[config.mk]
export PLATFORM = sky130hd
export DESIGN_NAME = reg_write_arbiter
export DESIGN_NICKNAME = d
export VERILOG_FILES = /design/src/rtl/lite16_pkg.sv /design/src/rtl/reg_addr_decoder.sv /design/src/rtl/reg_write_arbiter.sv
export SDC_FILE = /design/constraint.sdc
export NUM_CORES = 1
export LEC_CHECK = 0
export BUFFER_PORTS_ARGS = -buffer_cell sky130_fd_sc_hd__buf_2
export CAP_MARGIN = 25
export CELL_PAD_IN_SITES_DETAIL_PLACEMENT = 1
export CELL_PAD_IN_SITES_GLOBAL_PLACEMENT = 2
export CORE_MARGIN = 2
export CORE_UTILIZATION = 26
export CTS_BUF_LIST = sky130_fd_sc_hd__clkbuf_16
export CTS_CLUSTER_DIAMETER = 60
export DETAILED_ROUTE_END_ITERATION = 6
export GPL_TIMING_DRIVEN = 0
export PLACE_DENSITY = 0.86
export SLEW_MARGIN = 0
export SYNTH_ARGS = -nofsm -noshare
export SYNTH_HDL_FRONTEND = slang
export SYNTH_SLANG_ARGS = --single-unit
export TNS_END_PERCENT = 5
[constraint.sdc]
create_clock -name clk -period 6.95 [get_ports clk]
set_clock_uncertainty 0.2 [all_clocks]
set_input_delay 1.39 -clock clk [delete_from_list [all_inputs] [get_ports clk]]
set_output_delay 1.39 -clock clk [all_outputs]
set_load 0.01 [all_outputs]
[src/rtl/lite16_pkg.sv]
`default_nettype none
// ============================================================================
// Module      : lite16_pkg
// Description : Shared constants for the LITE-16 register bank and its
//               write-side arbitration logic.
// Revision    : 1.0 - initial release
// ============================================================================
package lite16_pkg;

    // Register bank geometry
    localparam int WIDTH = 16;
    localparam int NREG  = 8;
    localparam int AW    = 3;

    // Writeback requester indices
    localparam int NREQ    = 3;
    localparam int SRC_ALU = 0;
    localparam int SRC_MEM = 1;
    localparam int SRC_IMM = 2;

    // Width of an index into n items, never less than one bit
    function automatic int idx_width(input int n);
        return (n > 1) ? $clog2(n) : 1;
    endfunction

endpackage : lite16_pkg
`default_nettype wire

[src/rtl/reg_addr_decoder.sv]
`default_nettype none
// ============================================================================
// Module      : reg_addr_decoder
// Description : Register address to one-hot enable decoder. Addresses at or
//               beyond NREG decode to all-zero so the access is dropped.
// Revision    : 1.0 - initial release
// ============================================================================
module reg_addr_decoder
    import lite16_pkg::*;
#(
    parameter int AW   = lite16_pkg::AW,
    parameter int NREG = lite16_pkg::NREG
) (
    input  logic [AW-1:0]   addr,
    output logic [NREG-1:0] onehot
);

    // Each output bit compares against its own index; out-of-range
    // addresses match no bit and therefore produce zero.
    genvar gi;
    generate
        for (gi = 0; gi < NREG; gi++) begin : g_bit
            assign onehot[gi] = (addr == AW'(gi));
        end
    endgenerate

endmodule : reg_addr_decoder
`default_nettype wire

[src/rtl/reg_write_arbiter.sv]
`default_nettype none
// ============================================================================
// Module      : reg_write_arbiter
// Description : Round-robin write-port arbiter for the LITE-16 register bank
//               with locked burst support. Grants one writeback source per
//               cycle and drives registered one-hot enables and write data.
// Revision    : 1.0 - initial release
// ============================================================================
module reg_write_arbiter
    import lite16_pkg::*;
#(
    parameter int WIDTH = lite16_pkg::WIDTH,
    parameter int NREG  = lite16_pkg::NREG,
    parameter int NREQ  = lite16_pkg::NREQ,
    parameter int AW    = lite16_pkg::AW
) (
    input  logic                  clk,
    input  logic                  rst,
    input  logic [NREQ-1:0]       req,
    input  logic [NREQ-1:0]       lock,
    input  logic [NREQ*AW-1:0]    addr,
    input  logic [NREQ*WIDTH-1:0] wdata,
    output logic [NREQ-1:0]       gnt,
    output logic [NREG-1:0]       reg_en,
    output logic [WIDTH-1:0]      reg_data,
    output logic                  busy
);

    localparam int PW = idx_width(NREQ);

    // ------------------------------------------------------------------------
    // State
    // ------------------------------------------------------------------------
    logic [PW-1:0]    r_ptr;
    logic [PW-1:0]    r_owner;
    logic             r_locked;
    logic [NREG-1:0]  r_reg_en;
    logic [WIDTH-1:0] r_reg_data;

    // ------------------------------------------------------------------------
    // Winner selection
    // ------------------------------------------------------------------------
    logic [PW:0]      w_pick;
    logic             w_win_valid;
    logic [PW-1:0]    w_win_idx;
    logic [NREQ-1:0]  w_gnt;
    logic [AW-1:0]    w_win_addr;
    logic [WIDTH-1:0] w_win_data;
    logic [NREG-1:0]  w_dec_en;

    // First requester found scanning ptr, ptr+1, ... mod NREQ; {valid, index}.
    // The scan runs from the farthest offset down so the nearest one wins.
    function automatic logic [PW:0] f_rr_pick(input logic [NREQ-1:0] r,
                                              input logic [PW-1:0]   p);
        logic [PW:0] res;
        int          idx;
        res = '0;
        for (int i = NREQ - 1; i >= 0; i--) begin
            idx = (int'(p) + i) % NREQ;
            if (r[idx]) begin
                res = {1'b1, PW'(idx)};
            end
        end
        return res;
    endfunction

    // (k + 1) mod NREQ
    function automatic logic [PW-1:0] f_next(input logic [PW-1:0] k);
        return (k == PW'(NREQ - 1)) ? '0 : k + PW'(1);
    endfunction

    assign w_pick = f_rr_pick(req, r_ptr);

    // While locked only the owner may win; everyone else stays pending
    assign w_win_valid = r_locked ? req[r_owner] : w_pick[PW];
    assign w_win_idx   = r_locked ? r_owner      : w_pick[PW-1:0];

    // One-hot grant plus the winner's address and data
    always_comb begin
        w_gnt      = '0;
        w_win_addr = '0;
        w_win_data = '0;
        for (int i = 0; i < NREQ; i++) begin
            if (w_win_idx == PW'(i)) begin
                w_gnt[i]   = w_win_valid;
                w_win_addr = addr[i*AW +: AW];
                w_win_data = wdata[i*WIDTH +: WIDTH];
            end
        end
    end

    reg_addr_decoder #(
        .AW   (AW),
        .NREG (NREG)
    ) u_addr_dec (
        .addr   (w_win_addr),
        .onehot (w_dec_en)
    );

    // Pointer, lock ownership and the registered write port
    always_ff @(posedge clk) begin
        if (!rst) begin
            r_ptr      <= '0;
            r_owner    <= '0;
            r_locked   <= 1'b0;
            r_reg_en   <= '0;
            r_reg_data <= '0;
        end else begin
            if (w_win_valid) begin
                r_reg_en   <= w_dec_en;
                r_reg_data <= w_win_data;
            end else begin
                r_reg_en   <= '0;
            end

            if (r_locked) begin
                // Burst ends once the owner stops requesting or drops lock;
                // a final unlocked write has already been granted above.
                if (!(req[r_owner] && lock[r_owner])) begin
                    r_locked <= 1'b0;
                    r_ptr    <= f_next(r_owner);
                end
            end else if (w_win_valid) begin
                if (lock[w_win_idx]) begin
                    r_owner  <= w_win_idx;
                    r_locked <= 1'b1;
                end else begin
                    r_ptr    <= f_next(w_win_idx);
                end
            end
        end
    end

    assign gnt      = rst ? w_gnt : '0;
    assign reg_en   = r_reg_en;
    assign reg_data = r_reg_data;
    assign busy     = r_locked;

endmodule : reg_write_arbiter
`default_nettype wire
* Yosys cells after proc, flatten, opt, wreduce, memory -nomap -nowiden
Index checks and enable logic that the tools add are counted.
** Operators by class
- $add $sub $neg :: 4
- Div/mod/pow operators :: 3
- Order comparisons :: 5
- Eq/ne operators :: 12
- Multiplexer cells :: 40
- Bitwise operators :: 1
- Reductions and logical operators :: 7
** Operators by type and width (number)
- $lt 32x4->1 const B :: 3
- $mod 32x3->32 const B :: 2
- $mux 16 :: 3
- $mod 3x3->32 const B :: 1
- $mux 3 :: 7
- $mux 1 :: 17
- $mux 2 :: 7
- $bmux 1 s2 :: 6
- $eq 3x3->1 const B :: 4
- $eq 3x2->1 const B :: 2
- $lt 2x3->1 const B :: 2
- $reduce_and 3->1 :: 2
- $add 2x1->2 const B :: 2
- $eq 2x2->1 const B :: 2
- $ne 2x2->1 const B :: 2
- $add 2x1->3 const B :: 1
- $add 2x2->3 const B :: 1
- $eq 3x1->1 const B :: 1
- $logic_not 3->1 :: 1
- $eq 2x1->1 const B :: 1
- $logic_not 2->1 :: 1
- $reduce_and 2->1 :: 1
- $reduce_bool 2->1 :: 1
- $logic_and 1x1->1 :: 1
- $not 1->1 :: 1
** Word-level totals
- Flip-flop bits (word level) :: 29
- Input port bits :: 65
- Output and inout port bits :: 28
- Word-level logic and storage cells :: 77

* Logic depth before layout (Yosys ltp)
Gate-level depths: netlist of the first run.
- Depth after elaboration :: 14
- Depth in mapped cells :: 11
- Depth with buffers taken out :: 9

* Modules after synthesis
Synthesis of the first run repeated with hierarchy kept, for this count alone.
** Unflattened totals
- Cells, all modules :: 242
- Area, all modules :: 1995.7 sq um
** By module, submodules not included
- reg_write_arbiter :: times used 1, cells an instance 234, area each 1930.6 sq um, seq. area each 580.6 sq um
- reg_addr_decoder :: times used 1, cells an instance 8, area each 65.1 sq um, seq. area each 0.0 sq um

* Worst setup path before layout of the first run
Ideal clock, no wire load.
- Kind :: input to output
- From :: in req[1]
- To :: out gnt[1]
- Arrival :: 2.583 ns
- Required time :: 5.360 ns
- Path slack :: 2.777 ns
- Stages on the path :: 6
- Buffers on the path :: 2
- Cell sequence :: nand2_1 > and3b_1 > o41ai_1 > buf_2 > buf_2 > nor3_1
** Between the ends
- Longest elaborated chain between the ends :: 10
- Elaborated cells between the ends (all ways) :: 19
- Classes of those cells :: eq/ne (1); mux (18)
** Ends and longest elaborated chain
- start, declared :: line reg_write_arbiter.sv:19 : input logic [NREQ-1:0] req,
- $bmux 1 s2 :: line reg_write_arbiter.sv:60 : if (r[idx]) begin
- $mux 1 (implied by the code) (2 in a row) :: line reg_write_arbiter.sv:60
- $mux 3 (3 in a row) :: line reg_write_arbiter.sv:60
- $mux 2 :: line reg_write_arbiter.sv:76 : assign w_win_idx = r_locked ? r_owner : w_pick[PW-1:0];
- $eq 2x1->1 :: line reg_write_arbiter.sv:84 : if (w_win_idx == PW'(i)) begin
- $mux 1 * :: line reg_write_arbiter.sv:84
- $mux 3 * :: line reg_write_arbiter.sv:134 : assign gnt = rst ? w_gnt : '0;
- end, declared :: line reg_write_arbiter.sv:23 : output logic [NREQ-1:0] gnt,
Mark *: on every way between the ends. The rest lies on a longest branch, timed or not. The select of a mux whose other input is x is not followed.

* Final worst setup path of the first run
- From :: in req[2]
- To :: out gnt[1]
Same word-level chain as after synthesis.

==> results.py, run 1 <==
metrics = {
    "synthesis": {
        "synth_compound_area_frac": 0.312,
        "ys_ff_latch": 29,
        "synthTopCellsByCount": "dfxtp_1 (29), a21oi_1 (20), o21ai_0 (20)",
        "synth-main-ff-cell": "dfxtp_1",
        "synth-edff-count": 0,
        "seq_area_frac_synth": 0.336,
        "synth_area_leader_cell": "dfxtp_1",
        "synth_simple_gate_area_frac": 0.118,
        "syn_area_per_cell_um2": 8.92,
        "ys_types": 41,
        "ys_warn_count": 0,
        "syn_nets": 262,
        "synth_area_leaders": "dfxtp_1 (34%), mux2_2 (11%), a22oi_1 (7.4%)",
        "syn-instance-count": 194,
        "synthesis.area_um2": 1730,
        "synth_top_family_by_area": "compound AO/OA/AOI/OAI gates",
        "synth_xor_area_frac": 0,
        "postSynth.asyncResetShare": 0,
        "yosys.area_share.adder": 0.0217,
        "yosysMostFrequentCell": "dfxtp_1",
        "yosys.area.top_type_share": 0.336,
        "muxShareOfSynthArea": 0.160,
    },
    "placement": {
        "numPortBuffers": 91,
        "place_congestion": 0.741,
        "hpwl_um": 4330,
    },
    "grt": {
        "grt_pass1_vias": 1960,
        "grt.total_usage": 0.157,
        "antenna_found_initial": 0,
        "grt-ovfl-total": 0,
        "grt_max_degree": 11,
        "grt_pass1_wl_um": 9330,
    },
    "die": {
        "die_h_um": 85.6,
        "start_util": 0.271,
        "die_area_um2": 7320,
        "io_pins": 93,
        "fp.dieW_um": 85.6,
        "core_area_um2": 6390,
        "num_rows": 29,
    },
    "finish": {
        "utilization": 0.380,
        "drive_above_1_share": 0.451,
        "area_growth_pct": 40.1,
        "antennaDiodeCount": 0,
        "nets": 360,
    },
    "clocking": {
        "clkTransAtPathRegs_ps": 50,
        "hold_buffers": 0,
        "numCtsBuffers": 5,
        "cts_resized": 0,
        "clock_path_buffers": 2,
        "cts_sinks": 29,
        "cts_tree": "yes",
        "cts_setup_buffers": 0,
        "insertion_delay_ps": 270,
        "htreeDepth": 2,
        "cts_root_buffer": "clkbuf_16",
    },
    "critical_path": {
        "arrival_ps": 3360,
        "cp.required_ps": 5360,
        "cp-end-kind": "output pin",
        "worstSetupPathType": "input pin to output pin",
        "critPathLaunchType": "input pin",
        "crit_path_max_fanout": 10,
    },
    "timing": {
        "hold_ws_ps": 289,
        "worst_pin_slew_ps": 759,
        "clock.fmax_ghz": 0.202,
        "maxSlewViolCount": 0,
        "finalHoldViolCount": 0,
        "post-route-min-period_ps": 4950,
        "relSlewSlack": 0.488,
        "finalCritPeriodShare": 0.712,
        "grt_setup_unrepaired": "false",
        "tns_ps": 0,
        "setup-violations-final": 0,
    },
    "job": {
        "cap_violations": 0,
    },
    "route": {
        "first_pass_iters": 4,
        "viasPerCell": 5.10,
        "antenna_left": 0,
        "via_count": 1887,
        "wl_per_cell_um": 15.2,
        "drt_iter0_drc": 48,
        "drt_wl_total_um": 5610,
        "drc": 0,
    },
    "run_status": {
        "status": "complete, no violations",
    },
    "power_and_ir_drop": {
        "ir_drop_mv": 0.157,
        "p_per_area_nw_per_um2": 422,
        "power_leakage_nw": 1.12,
        "power_mw": 1.02,
    },
    "worst_hold_path": {
        "hold_path_class": "flip-flop to flip-flop",
    },
}
## registers in the layout, summed over array words and instances (netlist names)
name / cells
reg_data: 16
reg_en: 8
r_owner: 2
r_ptr: 2
busy: 1
## cell families (layout without fill, tap and decap cells)
kind of cell / count (synthesis) / count (layout)
simple gates: 39 / 39
fa+ha+maj: 3 / 3
buf+inv: 19 / 118
mux: 25 / 25
flops: 29 / 29
compound gates: 79 / 79
## area by class of cell
class / instances / area, um2
clock buffers: 5 / 125
inverters: 5 / 18.8
plain buffers: 14 / 72.6
flip-flops and latches: 29 / 581
repair buffers: 91 / 455
clock inverters: 3 / 17.5
well taps: 77 / 96.3
fillers: 799 / 3960
multi-input cells: 146 / 1060
## where the power goes
part / leakage, nW / switching [mW] / internal [mW] / total, mW
registers: 0.239 / 0.0293 / 0.225 / 0.254
clock network: 0.0696 / 0.0750 / 0.131 / 0.206
logic: 0.812 / 0.324 / 0.238 / 0.563
## metal layers
layer  global-route usage  up-vias  part of all wire  routed length, um
met5                    0        -                 0                  0
met3               0.0395        2             0.056                317
met1                0.194      902              0.44               2480
met2                0.276       55              0.50               2800
met4               0.0361        0            0.0021                 12
li1                     -      928                 -                  -
## placed cells by master, fill, tap and decap left out, drive strengths merged, types with 2 or more instances in the layout
master,netlist,routed
ha,3,3
nand2b,3,3
a2bb2oi,3,3
buf,10,101
clkinv,0,2
nand2,10,10
o2bb2ai,2,2
o211ai,2,2
o41ai,2,2
dfxtp,29,29
inv,5,5
mux2,18,18
a21oi,21,21
a22oi,18,18
nand3b,3,3
mux2i,7,7
nor2,6,6
clkbuf,4,9
nor3,11,11
o21ai,20,20
nand3,4,4
## per-stage QoR
| stage | cell area, um2 | cells | setup WS (ps) |
|---|---|---|---|
| after floorplan | 1730 | 194 | 2780 |
| after global placement | 2280 | 362 | 1970 |
| after detailed placement | 2280 | 362 | 1990 |
| after CTS | 2420 | 370 | 1970 |
| after global routing | 2420 | 370 | 1760 |
| final | 2420 | 370 | 2000 |
## worst max-delay path: stages
cell,delay [ps]
buf_2,150
a21oi_1,80
and3b_1,190
o41ai_1,690
buf_2,350
buf_2,260
nor3_1,90
buf_2,150
## final timing paths
check                        start  slack (ps)  cells after the start               endpoint
max                         req[2]        2000                      8                 gnt[1]
min          r_ptr[0]$_SDFFE_PN0P_         290                      2  r_ptr[0]$_SDFFE_PN0P_
max reg2reg  r_ptr[1]$_SDFFE_PN0P_        3990                      9   reg_en[3]$_SDFF_PN0_
min reg2reg  r_ptr[0]$_SDFFE_PN0P_         290                      2  r_ptr[0]$_SDFFE_PN0P_
No activity file was read; power rests on OpenSTA's default activity.
==> run 2: changes to the inputs <==
--- a/config.mk
+++ b/config.mk
@@ -10,12 +10,12 @@
 export CELL_PAD_IN_SITES_DETAIL_PLACEMENT = 1
 export CELL_PAD_IN_SITES_GLOBAL_PLACEMENT = 2
 export CORE_MARGIN = 2
-export CORE_UTILIZATION = 26
+export CORE_UTILIZATION = 22
 export CTS_BUF_LIST = sky130_fd_sc_hd__clkbuf_16
 export CTS_CLUSTER_DIAMETER = 60
 export DETAILED_ROUTE_END_ITERATION = 6
 export GPL_TIMING_DRIVEN = 0
-export PLACE_DENSITY = 0.86
+export PLACE_DENSITY = 0.78
 export SLEW_MARGIN = 0
 export SYNTH_ARGS = -nofsm -noshare
 export SYNTH_HDL_FRONTEND = slang
==> constraint.sdc (replaced) <==
create_clock -name clk -period 4.1 [get_ports clk]
set_clock_uncertainty 0.2 [all_clocks]
set_input_delay 0.82 -clock clk [delete_from_list [all_inputs] [get_ports clk]]
set_output_delay 0.82 -clock clk [all_outputs]
set_load 0.01 [all_outputs]
==> run 2 against run 1 <==
Via count increased by 0.11%; sequential share of layout area decreased by 0.57 points; routed wire length increased by 1.1%; critical path depth increased by 1; register-to-register slack got worse by 2900 ps; largest cell class unchanged; total power increased by 75%.
==> results.py, run 2 (synthesis results as in run 1) <==
metrics = {
    "run_status": {
        "status": "complete, no violations",
    },
    "grt": {
        "antenna_found_initial": 0,
        "grt-ovfl-total": 0,
        "grt.total_usage": 0.137,
        "grt_pass1_vias": 1982,
        "grt_max_degree": 11,
        "grt_pass1_wl_um": 9400,
    },
    "route": {
        "drc": 0,
        "drt_iter0_drc": 29,
        "first_pass_iters": 4,
        "viasPerCell": 4.78,
        "via_count": 1889,
        "antenna_left": 0,
        "wl_per_cell_um": 14.4,
        "drt_wl_total_um": 5680,
    },
    "job": {
        "cap_violations": 0,
    },
    "critical_path": {
        "cp.required_ps": 3080,
        "cp-end-kind": "output pin",
        "critPathLaunchType": "flip-flop",
        "crit_path_max_fanout": 10,
        "worstSetupPathType": "flip-flop to output pin",
        "arrival_ps": 2700,
    },
    "placement": {
        "hpwl_um": 4520,
        "numPortBuffers": 91,
        "place_congestion": 0.785,
    },
    "power_and_ir_drop": {
        "ir_drop_mv": 0.227,
        "p_per_area_nw_per_um2": 723,
        "power_mw": 1.80,
        "power_leakage_nw": 1.14,
    },
    "clocking": {
        "clkTransAtPathRegs_ps": 50,
        "cts_tree": "yes",
        "htreeDepth": 2,
        "cts_sinks": 29,
        "numCtsBuffers": 5,
        "clock_path_buffers": 2,
        "hold_buffers": 0,
        "cts_resized": 0,
        "cts_root_buffer": "clkbuf_16",
        "cts_setup_buffers": 0,
        "insertion_delay_ps": 260,
    },
    "finish": {
        "final_common_cell": "buf_2",
        "nets": 360,
        "area_growth_pct": 43.5,
        "largest_reg_flops": 16,
        "final_cell_mix": "buf_2 (98), dfxtp_1 (29), a21oi_1 (20), o21ai_0 (20)",
        "antennaDiodeCount": 0,
        "drive_above_1_share": 0.447,
    },
    "timing": {
        "setup-violations-final": 0,
        "clock.fmax_ghz": 0.269,
        "post-route-min-period_ps": 3720,
        "tns_ps": 0,
        "finalHoldViolCount": 0,
        "grt_setup_unrepaired": "false",
        "relSlewSlack": 0.663,
        "finalCritPeriodShare": 0.906,
        "maxSlewViolCount": 0,
        "worst_pin_slew_ps": 500,
    },
    "die": {
        "start_util": 0.225,
        "die_area_um2": 8590,
        "core_area_um2": 7690,
        "die_h_um": 92.7,
        "fp.dieW_um": 92.7,
        "io_pins": 93,
        "num_rows": 32,
    },
    "worst_hold_path": {
        "hold_path_class": "flip-flop to flip-flop",
    },
}
-- run 2: critical path, stage by stage (launching register included) --
cell	delay (ps)
dfxtp_1	390
inv_1	70
ha_1	260
nand2b_4	190
and3b_1	210
o41ai_2	490
buf_2	320
buf_2	280
nor3_1	80
buf_2	140
-- run 2: power by group --
group / total, mW / leakage (nW) / internal [mW] / switching (mW)
Sequential: 0.434 / 0.239 / 0.381 / 0.0520
Clock: 0.401 / 0.0826 / 0.281 / 0.120
Combinational: 0.960 / 0.816 / 0.407 / 0.554
-- run 2: layout make-up --
| cell class | instances | area (um2) |
|---|---|---|
| Clock inverter | 3 | 37.5 |
| Fill cell | 958 | 5200 |
| Timing Repair Buffer | 91 | 455 |
| Inverter | 5 | 18.8 |
| Sequential cell | 29 | 581 |
| Multi-Input combinational cell | 146 | 1070 |
| Tap cell | 102 | 128 |
| Clock buffer | 5 | 125 |
| Buffer | 14 | 72.6 |
-- run 2: final timing paths --
check                        start                    end  slack, ps  cells after the start
max          r_ptr[1]$_SDFFE_PN0P_                 gnt[1]        380                      9
max reg2reg  r_ptr[0]$_SDFFE_PN0P_   reg_en[2]$_SDFF_PN0_       1130                      9
min          r_ptr[0]$_SDFFE_PN0P_  r_ptr[0]$_SDFFE_PN0P_        300                      2
min reg2reg  r_ptr[0]$_SDFFE_PN0P_  r_ptr[0]$_SDFFE_PN0P_        300                      2
-- run 2: layer usage --
metal | global-route usage | part of all wire
met1 | 0.173 | 0.44
met2 | 0.233 | 0.49
met3 | 0.0382 | 0.060
met4 | 0.0294 | 0.0081
met5 | 0 | 0
-- run 2: per-stage QoR --
stage           util  area [um2]  instances  hold slack [ps]  setup WS [ps]
6_report       0.323        2480        395              295            385
2_1_floorplan      -        1730        194              255           1070
5_1_grt        0.323        2480        395              338            180
3_3_place_gp   0.301        2310        387              278            222
3_5_place_dp   0.301        2310        387              292            225
4_1_cts        0.322        2480        395              298           89.3
